==> config.mk <==
export PLATFORM = sky130hd
export DESIGN_NAME = seq_divider
export DESIGN_NICKNAME = d
export VERILOG_FILES = /design/src/rtl/seq_divider_pkg.sv /design/src/rtl/div_trial_sub.sv /design/src/rtl/seq_divider.sv
export SDC_FILE = /design/constraint.sdc
export NUM_CORES = 1
export LEC_CHECK = 0
export CORE_MARGIN = 2
export CORE_UTILIZATION = 30
export CTS_BUF_LIST = sky130_fd_sc_hd__clkbuf_8
export DETAILED_ROUTE_END_ITERATION = 12
export PLACE_DENSITY_LB_ADDON = 0.15
export SLEW_MARGIN = 0
export SYNTH_ARGS = -nofsm -noshare
export SYNTH_HDL_FRONTEND = slang
export SYNTH_HIERARCHICAL = 1
export SYNTH_SLANG_ARGS = --single-unit
==> constraint.sdc <==
create_clock -name Clock -period 5.4 [get_ports Clock]
set_input_delay 1.35 -clock Clock [delete_from_list [all_inputs] [get_ports Clock]]
set_output_delay 1.35 -clock Clock [all_outputs]
set_load 0.005 [all_outputs]
==> src/rtl/seq_divider_pkg.sv <==
// Shared types and helpers for the sequential restoring divider.
package seq_divider_pkg;

    typedef enum logic [1:0] {
        IDLE = 2'd0,
        RUN  = 2'd1,
        DONE = 2'd2
    } div_state_t;

    localparam int DEFAULT_WIDTH = 8;

    // The step counter must be able to hold the value WIDTH itself.
    function automatic int count_width(input int width);
        return $clog2(width + 1);
    endfunction

endpackage

==> src/rtl/div_trial_sub.sv <==
// Combinational N-bit ripple-borrow subtractor built from per-bit slices.
module div_trial_sub #(
    parameter int N = 9
) (
    input  logic [N-1:0] a,
    input  logic [N-1:0] b,
    output logic [N-1:0] diff,
    output logic         n_borrow_out
);

    logic [N:0] borrow;

    assign borrow[0] = 1'b0;

    genvar gi;
    generate
        for (gi = 0; gi < N; gi++) begin : g_slice
            assign diff[gi]       = a[gi] ^ b[gi] ^ borrow[gi];
            assign borrow[gi + 1] = (~a[gi] & b[gi]) | (~(a[gi] ^ b[gi]) & borrow[gi]);
        end
    endgenerate

    assign n_borrow_out = ~borrow[N];

endmodule

==> src/rtl/seq_divider.sv <==
// Sequential unsigned restoring divider, one quotient bit per clock, Start/Done handshake.
// Optional scan chain over A/Q/M enabled by defining SEQ_DIVIDER_SCAN_EN.
module seq_divider
    import seq_divider_pkg::*;
#(
    parameter int WIDTH = DEFAULT_WIDTH
) (
    input  logic             Clock,
    input  logic             Reset,
    input  logic             Start,
    input  logic [WIDTH-1:0] Dividend,
    input  logic [WIDTH-1:0] Divisor,
`ifdef SEQ_DIVIDER_SCAN_EN
    input  logic             Test,
    input  logic             SDI,
    output logic             SDO,
`endif
    output logic             Busy,
    output logic             Done,
    output logic [WIDTH-1:0] Quotient,
    output logic [WIDTH-1:0] Remainder,
    output logic             Overflow
);

    localparam int CW = count_width(WIDTH);

    div_state_t       state_reg;
    logic [WIDTH:0]   a_reg;
    logic [WIDTH-1:0] q_reg;
    logic [WIDTH-1:0] m_reg;
    logic [CW-1:0]    count_reg;
    logic [WIDTH-1:0] quotient_reg;
    logic [WIDTH-1:0] remainder_reg;
    logic             overflow_reg;

    logic [WIDTH:0]   shifted;
    logic [WIDTH:0]   trial_diff;
    logic             n_borrow;
    logic             take;
    logic [WIDTH:0]   a_next;
    logic [WIDTH-1:0] q_next;
    logic             accept;

    assign shifted = {a_reg[WIDTH-1:0], q_reg[WIDTH-1]};

    div_trial_sub #(.N(WIDTH + 1)) u_trial (
        .a            (shifted),
        .b            ({1'b0, m_reg}),
        .diff         (trial_diff),
        .n_borrow_out (n_borrow)
    );

    // A bit shifted out of A means the partial remainder certainly exceeds M.
    assign take   = n_borrow | a_reg[WIDTH];
    assign a_next = take ? trial_diff : shifted;
    assign q_next = {q_reg[WIDTH-2:0], take};
    assign accept = Start && (state_reg != RUN);

    always_ff @(posedge Clock) begin
        if (Reset) begin
            state_reg     <= IDLE;
            a_reg         <= '0;
            q_reg         <= '0;
            m_reg         <= '0;
            count_reg     <= '0;
            quotient_reg  <= '0;
            remainder_reg <= '0;
            overflow_reg  <= 1'b0;
        end
`ifdef SEQ_DIVIDER_SCAN_EN
        else if (Test) begin
            m_reg <= {m_reg[WIDTH-2:0], SDI};
            q_reg <= {q_reg[WIDTH-2:0], m_reg[WIDTH-1]};
            a_reg <= {a_reg[WIDTH-1:0], q_reg[WIDTH-1]};
        end
`endif
        else begin
            case (state_reg)
                RUN: begin
                    a_reg     <= a_next;
                    q_reg     <= q_next;
                    count_reg <= count_reg - 1'b1;
                    if (count_reg == CW'(1)) begin
                        state_reg     <= DONE;
                        quotient_reg  <= q_next;
                        remainder_reg <= a_next[WIDTH-1:0];
                    end
                end
                default: begin
                    if (accept) begin
                        if (Divisor != '0) begin
                            a_reg        <= '0;
                            q_reg        <= Dividend;
                            m_reg        <= Divisor;
                            count_reg    <= CW'(WIDTH);
                            overflow_reg <= 1'b0;
                            state_reg    <= RUN;
                        end else begin
                            quotient_reg  <= '1;
                            remainder_reg <= Dividend;
                            overflow_reg  <= 1'b1;
                            state_reg     <= DONE;
                        end
                    end else begin
                        state_reg <= IDLE;
                    end
                end
            endcase
        end
    end

    assign Busy      = (state_reg == RUN);
    assign Done      = (state_reg == DONE);
    assign Quotient  = quotient_reg;
    assign Remainder = remainder_reg;
    assign Overflow  = overflow_reg;
`ifdef SEQ_DIVIDER_SCAN_EN
    assign SDO       = a_reg[WIDTH];
`endif

endmodule
# Word level (Yosys, flattened, before mapping)

Index checks and enable logic that the tools add are counted.
W data, S select, Z words.

Bits in writable memories: 0
Bits in latches: 0
ROM bits: 0
Output and inout port bits: 19
Flip-flop bits (word level): 48
Memories: 0
Input port bits: 19

Shift-type cells: 0
Multiplexer cells: 23
Reduce and logical (&&, ||, !) cells: 8
Equality and inequality tests: 6
Bitwise operators: 58
Add/sub/neg operators: 1
Order comparisons: 0
$mul: 0
Div/mod/pow operators: 0

Operator list:

| cell                  | count |
|---|---|
| $mux W8               | 11 |
| $mux W9               | 4 |
| $not A1 Y1            | 18 |
| $and A1 B1 Y1         | 16 |
| $xor A1 B1 Y1         | 16 |
| $mux W4               | 3 |
| $mux W2               | 4 |
| $or A1 B1 Y1          | 8 |
| $reduce_bool A8 Y1    | 1 |
| $reduce_and A3 Y1     | 2 |
| $eq A4 B1 Y1 const B  | 1 |
| $ne A2 B1 Y1 const B  | 2 |
| $reduce_and A2 Y1     | 2 |
| $reduce_bool A2 Y1    | 2 |
| $sub A4 B1 Y4 const B | 1 |
| $eq A2 B1 Y1 const B  | 1 |
| $eq A2 B2 Y1 const B  | 1 |
| $ne A2 B2 Y1 const B  | 1 |
| $logic_and A1 B1 Y1   | 1 |
| $mux W1               | 1 |

# Depth between registers and ports, before layout

Word-level depth: 22
Gate-level depth with buffers: 18
Mapped depth without buffers: 17

# Cells and area by module

Netlist, hierarchy kept.

By module, submodules not included:

| module        | area an instance (um^2) | instances | sequential area each (um^2) | cells an instance |
|---|---|---|---|---|
| seq_divider   | 2029.4                  | 1         | 960.9                       | 202 |
| div_trial_sub | 247.7                   | 1         | 0.0                         | 29 |

# Worst setup path after synthesis

Ideal clock, no wire load.

Path type: flip-flop to flip-flop
Start: register q_reg[7]
End: register remainder_reg[4] (netlist: Remainder[4])
Stages on the path, launching flop included: 19
Library setup time: 116 ps
Slack: 753 ps
Period minus slack after synthesis: 4647 ps
Data arrival time: 4531 ps
Path through: dfxtp_1 inv_1 ha_1 inv_1 fa_1 inv_1 fa_1 fa_1 fa_1 fa_1 fa_1 fa_1 fa_1 inv_1 or2_2 buf_1 mux2i_1 a221oi_2 a41o_1

Word-level cells in the longest chain between the ends: 22

RTL lines:

| item                       | line                | source |
|---|---|---|
| from (decl)                | seq_divider.sv:29   | `logic [WIDTH-1:0] q_reg;` |
| from (signal assigned)     | seq_divider.sv:81   | `q_reg <= q_next;` |
| from (signal assigned)     | seq_divider.sv:93   | `q_reg <= Dividend;` |
| $not A1 Y1                 | div_trial_sub.sv:19 | `assign borrow[gi + 1] = (~a[gi] & b[gi]) \| (~(a[gi] ^ b[gi]) & borrow[gi]);` |
| $and A1 B1 Y1 (2 in a row) | div_trial_sub.sv:19 |  |
| $or A1 B1 Y1               | div_trial_sub.sv:19 |  |
| $and A1 B1 Y1              | div_trial_sub.sv:19 |  |
| $or A1 B1 Y1               | div_trial_sub.sv:19 |  |
| $and A1 B1 Y1              | div_trial_sub.sv:19 |  |
| $or A1 B1 Y1               | div_trial_sub.sv:19 |  |
| $and A1 B1 Y1              | div_trial_sub.sv:19 |  |
| [6 not listed]             | -                   |  |
| $or A1 B1 Y1               | div_trial_sub.sv:19 |  |
| $and A1 B1 Y1              | div_trial_sub.sv:19 |  |
| $not A1 Y1                 | div_trial_sub.sv:23 | `assign n_borrow_out = ~borrow[N];` |
| net n_borrow               | seq_divider.sv:38   | `logic n_borrow;` |
| $or A1 B1 Y1               | seq_divider.sv:54   | `assign take = n_borrow \| a_reg[WIDTH];` |
| $mux W9                    | seq_divider.sv:55   | `assign a_next = take ? trial_diff : shifted;` |
| $mux W8                    | seq_divider.sv:83   | `if (count_reg == CW'(1)) begin` |
| $mux W8                    | seq_divider.sv:78   | `case (state_reg)` |
| to (signal assigned)       | seq_divider.sv:86   | `remainder_reg <= a_next[WIDTH-1:0];` |
| to (signal assigned)       | seq_divider.sv:100  | `remainder_reg <= Dividend;` |
| to (decl)                  | seq_divider.sv:33   | `logic [WIDTH-1:0] remainder_reg;` |

The timed path passes the listed nets, and every way through them passes these cells. The select of a mux whose other input is x is not followed.
A chain may end at the register's enable or synchronous reset.

# Worst setup path after layout

Start: register q_reg[7]
End: register remainder_reg[5] (netlist: Remainder[5])

The elaborated chain is that of the path after synthesis.

==> impl_results.md <==
- Outcome: finished clean
- Drc violations: 0
- Worst min path class: register to register
- Pwr Total: 0.763 mW
- Clock Latency Late Sink: 310 ps
- Max Clock Freq: 208 MHz
- Biggest area consumer among synthesized cells: dfxtp_1
- Clock power share: 28.7%
- Area grow syn2layout: 22.5%
- P_sw: 0.228 mW
- Unrepaired setup endpoints after global routing: false
- Largest net degree at the start of global routing: 30
- Vias: 1,808
- Seq cells post-synth: 48
- Fin crit share: 88.9%
- Via density: 5.01
- Final ANT Viol Nets: 0
- PwrDens: 274 nW/um^2
- Setup_tns: 0 ps
- Maximum VDD drop: 0.0000975 V
- Synth warn: 6
- Worst slew margin: 27.2%
- Remaining Overflow, GRT: 0
- Routed WL per cell: 15.5 um
- Layout cells sized above 1: 10.7%
- CTS tree: built
- Hpwl dp: 3960 um
- Total CTS buffers: 5
- Syn_nets: 261
- Unique masters post-synth: 38
- Top cells by area, synth: dfxtp_1 42%, mux2i_1 7.5%, fa_1 7.0%
- Synth Cell Area: 2280 sq um
- Worst EP arrival: 5010 ps
- Maximum fanout along the worst path: 9
- Number of setup violations in the final report: 0
- Switching Share: 29.8%
- Synth Instances: 231
- Initial Util: 31.2%
- Fillers: 788
- Cell with the most instances after synthesis: dfxtp_1
- Initial antenna violation count: 0
- Setup Skew: 13.8 ps
- Max reg flops: 9
- RePlAce Congestion: 0.750
- Vias in the first global route: 1,699
- # rows: 31
- Critical path endpoint category: register
- Cell mode on critical path: fa_1
- Post-synthesis sequential area ratio: 42.2%
- Setup crit start kind: register
- Core footprint: 7290 sq um
- Root Driver: clkbuf_8
- Global-route wire length before repair: 9360 um
- Die area: 8300 sq um
- CTS sink cnt: 48
- Leak pwr: 1.14 nW
- Critical path class: register to register
- Required time of the critical path: 5610 ps
- Final Max Slew Viols: 0
- Starting DRC count in detailed routing: 134
- Die Y: 91.1 um
- Placed cell count: 353
- Combinational share of power: 20.1%
- Int Power: 0.535 mW
- Total Routed Length: 5610 um
- Post-synth EDFFs: 0
- Crit-path cells: inv_1, ha_1, inv_1, fa_1, inv_1, fa_1, fa_1, fa_1, fa_1, fa_1, fa_1, fa_1, inv_1, or2_2, mux2i_1, a221oi_1, a41o_1
- Total GRT Usage: 14.4%
- FFs w/ async S/R, synth: 0%
- CP max-delay cell: fa_1
- Post-Syn Area per Cell: 9.86 sq um
- FF-to-FF setup slack: 600 ps
- Max-cap viol count: 0
- Least-Margin Pin Slew: 1090 ps
- Slowest stage delay, CP: 390 ps
- Post-CTS Hold Fix Bufs: 0
- CTS resizes: 0
- Final setup margin: 599 ps
- Register Area: 961 sq um
- Fin crit period: 4800 ps
- Ports: 38
- CTS max path bufs: 2
- Post-synth top cells: 48 x dfxtp_1, 24 x inv_1, 23 x nor2_1
- Post-route insts no fill: 361
- Pre-CTS WS: 624 ps
- Die W: 91.1 um
- Top-area cell type share of the netlist area: 42.2%
- Max H-tree Level: 2
- Main synth FF type: dfxtp_1
- Clock transition at path regs: 100 ps
- PortBufs: 37
- Reg power frac: 51.1%
- DR pass1 iterations: 4
- NumNets Final: 291
- Area of the multi-input gates: 1140 sq um
- Final hold violations: 0
- Diode count: 0
- Postcts setup bufs: 0
==> layout make-up <==
cell class	instances	share of cell area, %
sequential	48	34.5
inverter	25	3.36
timing repair buffer	38	13.5
clock buffer	5	2.47
clock inverter	3	0.673
tap	99	4.44
multi-input combinational	143	41.0
==> path summary, 6_finish.rpt <==
path                startpoint      endpoint  cells after the start
setup / recovery      q_reg[7]  Remainder[5]                     17
hold / removal    count_reg[1]  count_reg[1]                      1
setup reg to reg      q_reg[7]  Remainder[5]                     17
hold reg to reg   count_reg[1]  count_reg[1]                      1
==> kinds of logic (layout without fill, tap and decap cells) <==
group,count (synthesis),count (layout),share of synthesized area (%)
fa+ha+maj,11,11,8.68
mux,18,18,7.97
other cells,1,1,0.165
buf+inv,40,71,7.53
flops,48,48,42.2
compound gates,63,63,22.5
simple gates,50,50,11.0
==> metrics by stage <==
step	hold slack [ps]	utilization (%)	instance area, sq um
6_report	493	38.2	2790
5_1_grt	510	38.2	2790
4_1_cts	494	38.2	2790
3_5_place_dp	477	37.0	2700
3_3_place_gp	474	37.0	2700
2_1_floorplan	453	-	2280
==> power groups by stage <==
| stage | combinational (mW) | clock [mW] | sequential [mW] |
|---|---|---|---|
| after floorplan | 0.105 | 0 | 0.395 |
| after global placement | 0.154 | 0 | 0.398 |
| after detailed placement | 0.155 | 0 | 0.399 |
| after CTS | 0.156 | 0.230 | 0.390 |
| after global routing | 0.173 | 0.244 | 0.393 |
| final | 0.154 | 0.219 | 0.390 |
==> cell usage in the layout (no fill, tap or decap), types with 2 or more instances in the layout <==
cell type / n
dfxtp_1: 48
clkdlybuf4s50_1: 37
inv_1: 24
nor2_1: 23
mux2i_1: 17
o21ai_0: 14
nor3_1: 11
o221a_2: 10
o2bb2ai_1: 9
a41o_1: 8
fa_1: 8
a221oi_1: 7
a21oi_1: 6
clkbuf_8: 5
nand2_1: 4
ha_1: 3
nor2b_1: 2
nand3_1: 2
or4_4: 2
o21a_1: 2
a21o_1: 2
clkinv_2: 2
==> routing by layer <==
| metal | global-route usage [%] | share of wire (%) | vias up |
|---|---|---|---|
| li1 | - | - | 892 |
| met1 | 20.2 | 48 | 867 |
| met2 | 21.9 | 46 | 42 |
| met3 | 3.32 | 4.1 | 7 |
| met4 | 4.55 | 1.3 | 0 |
| met5 | 0 | 0 | - |
==> worst max-delay path, delay by kind of cell, from the launching register on <==
| family | cells | cell delay [ps] |
|---|---|---|
| multiplexers | 1 | 370 |
| flip-flops | 1 | 360 |
| buffers and inverters | 4 | 250 |
| AO/OA/AOI/OAI | 2 | 430 |
| AND/OR/NAND/NOR | 1 | 280 |
| adder cells (fa/ha/maj) | 9 | 3000 |
No activity file was read; power rests on OpenSTA's default activity.
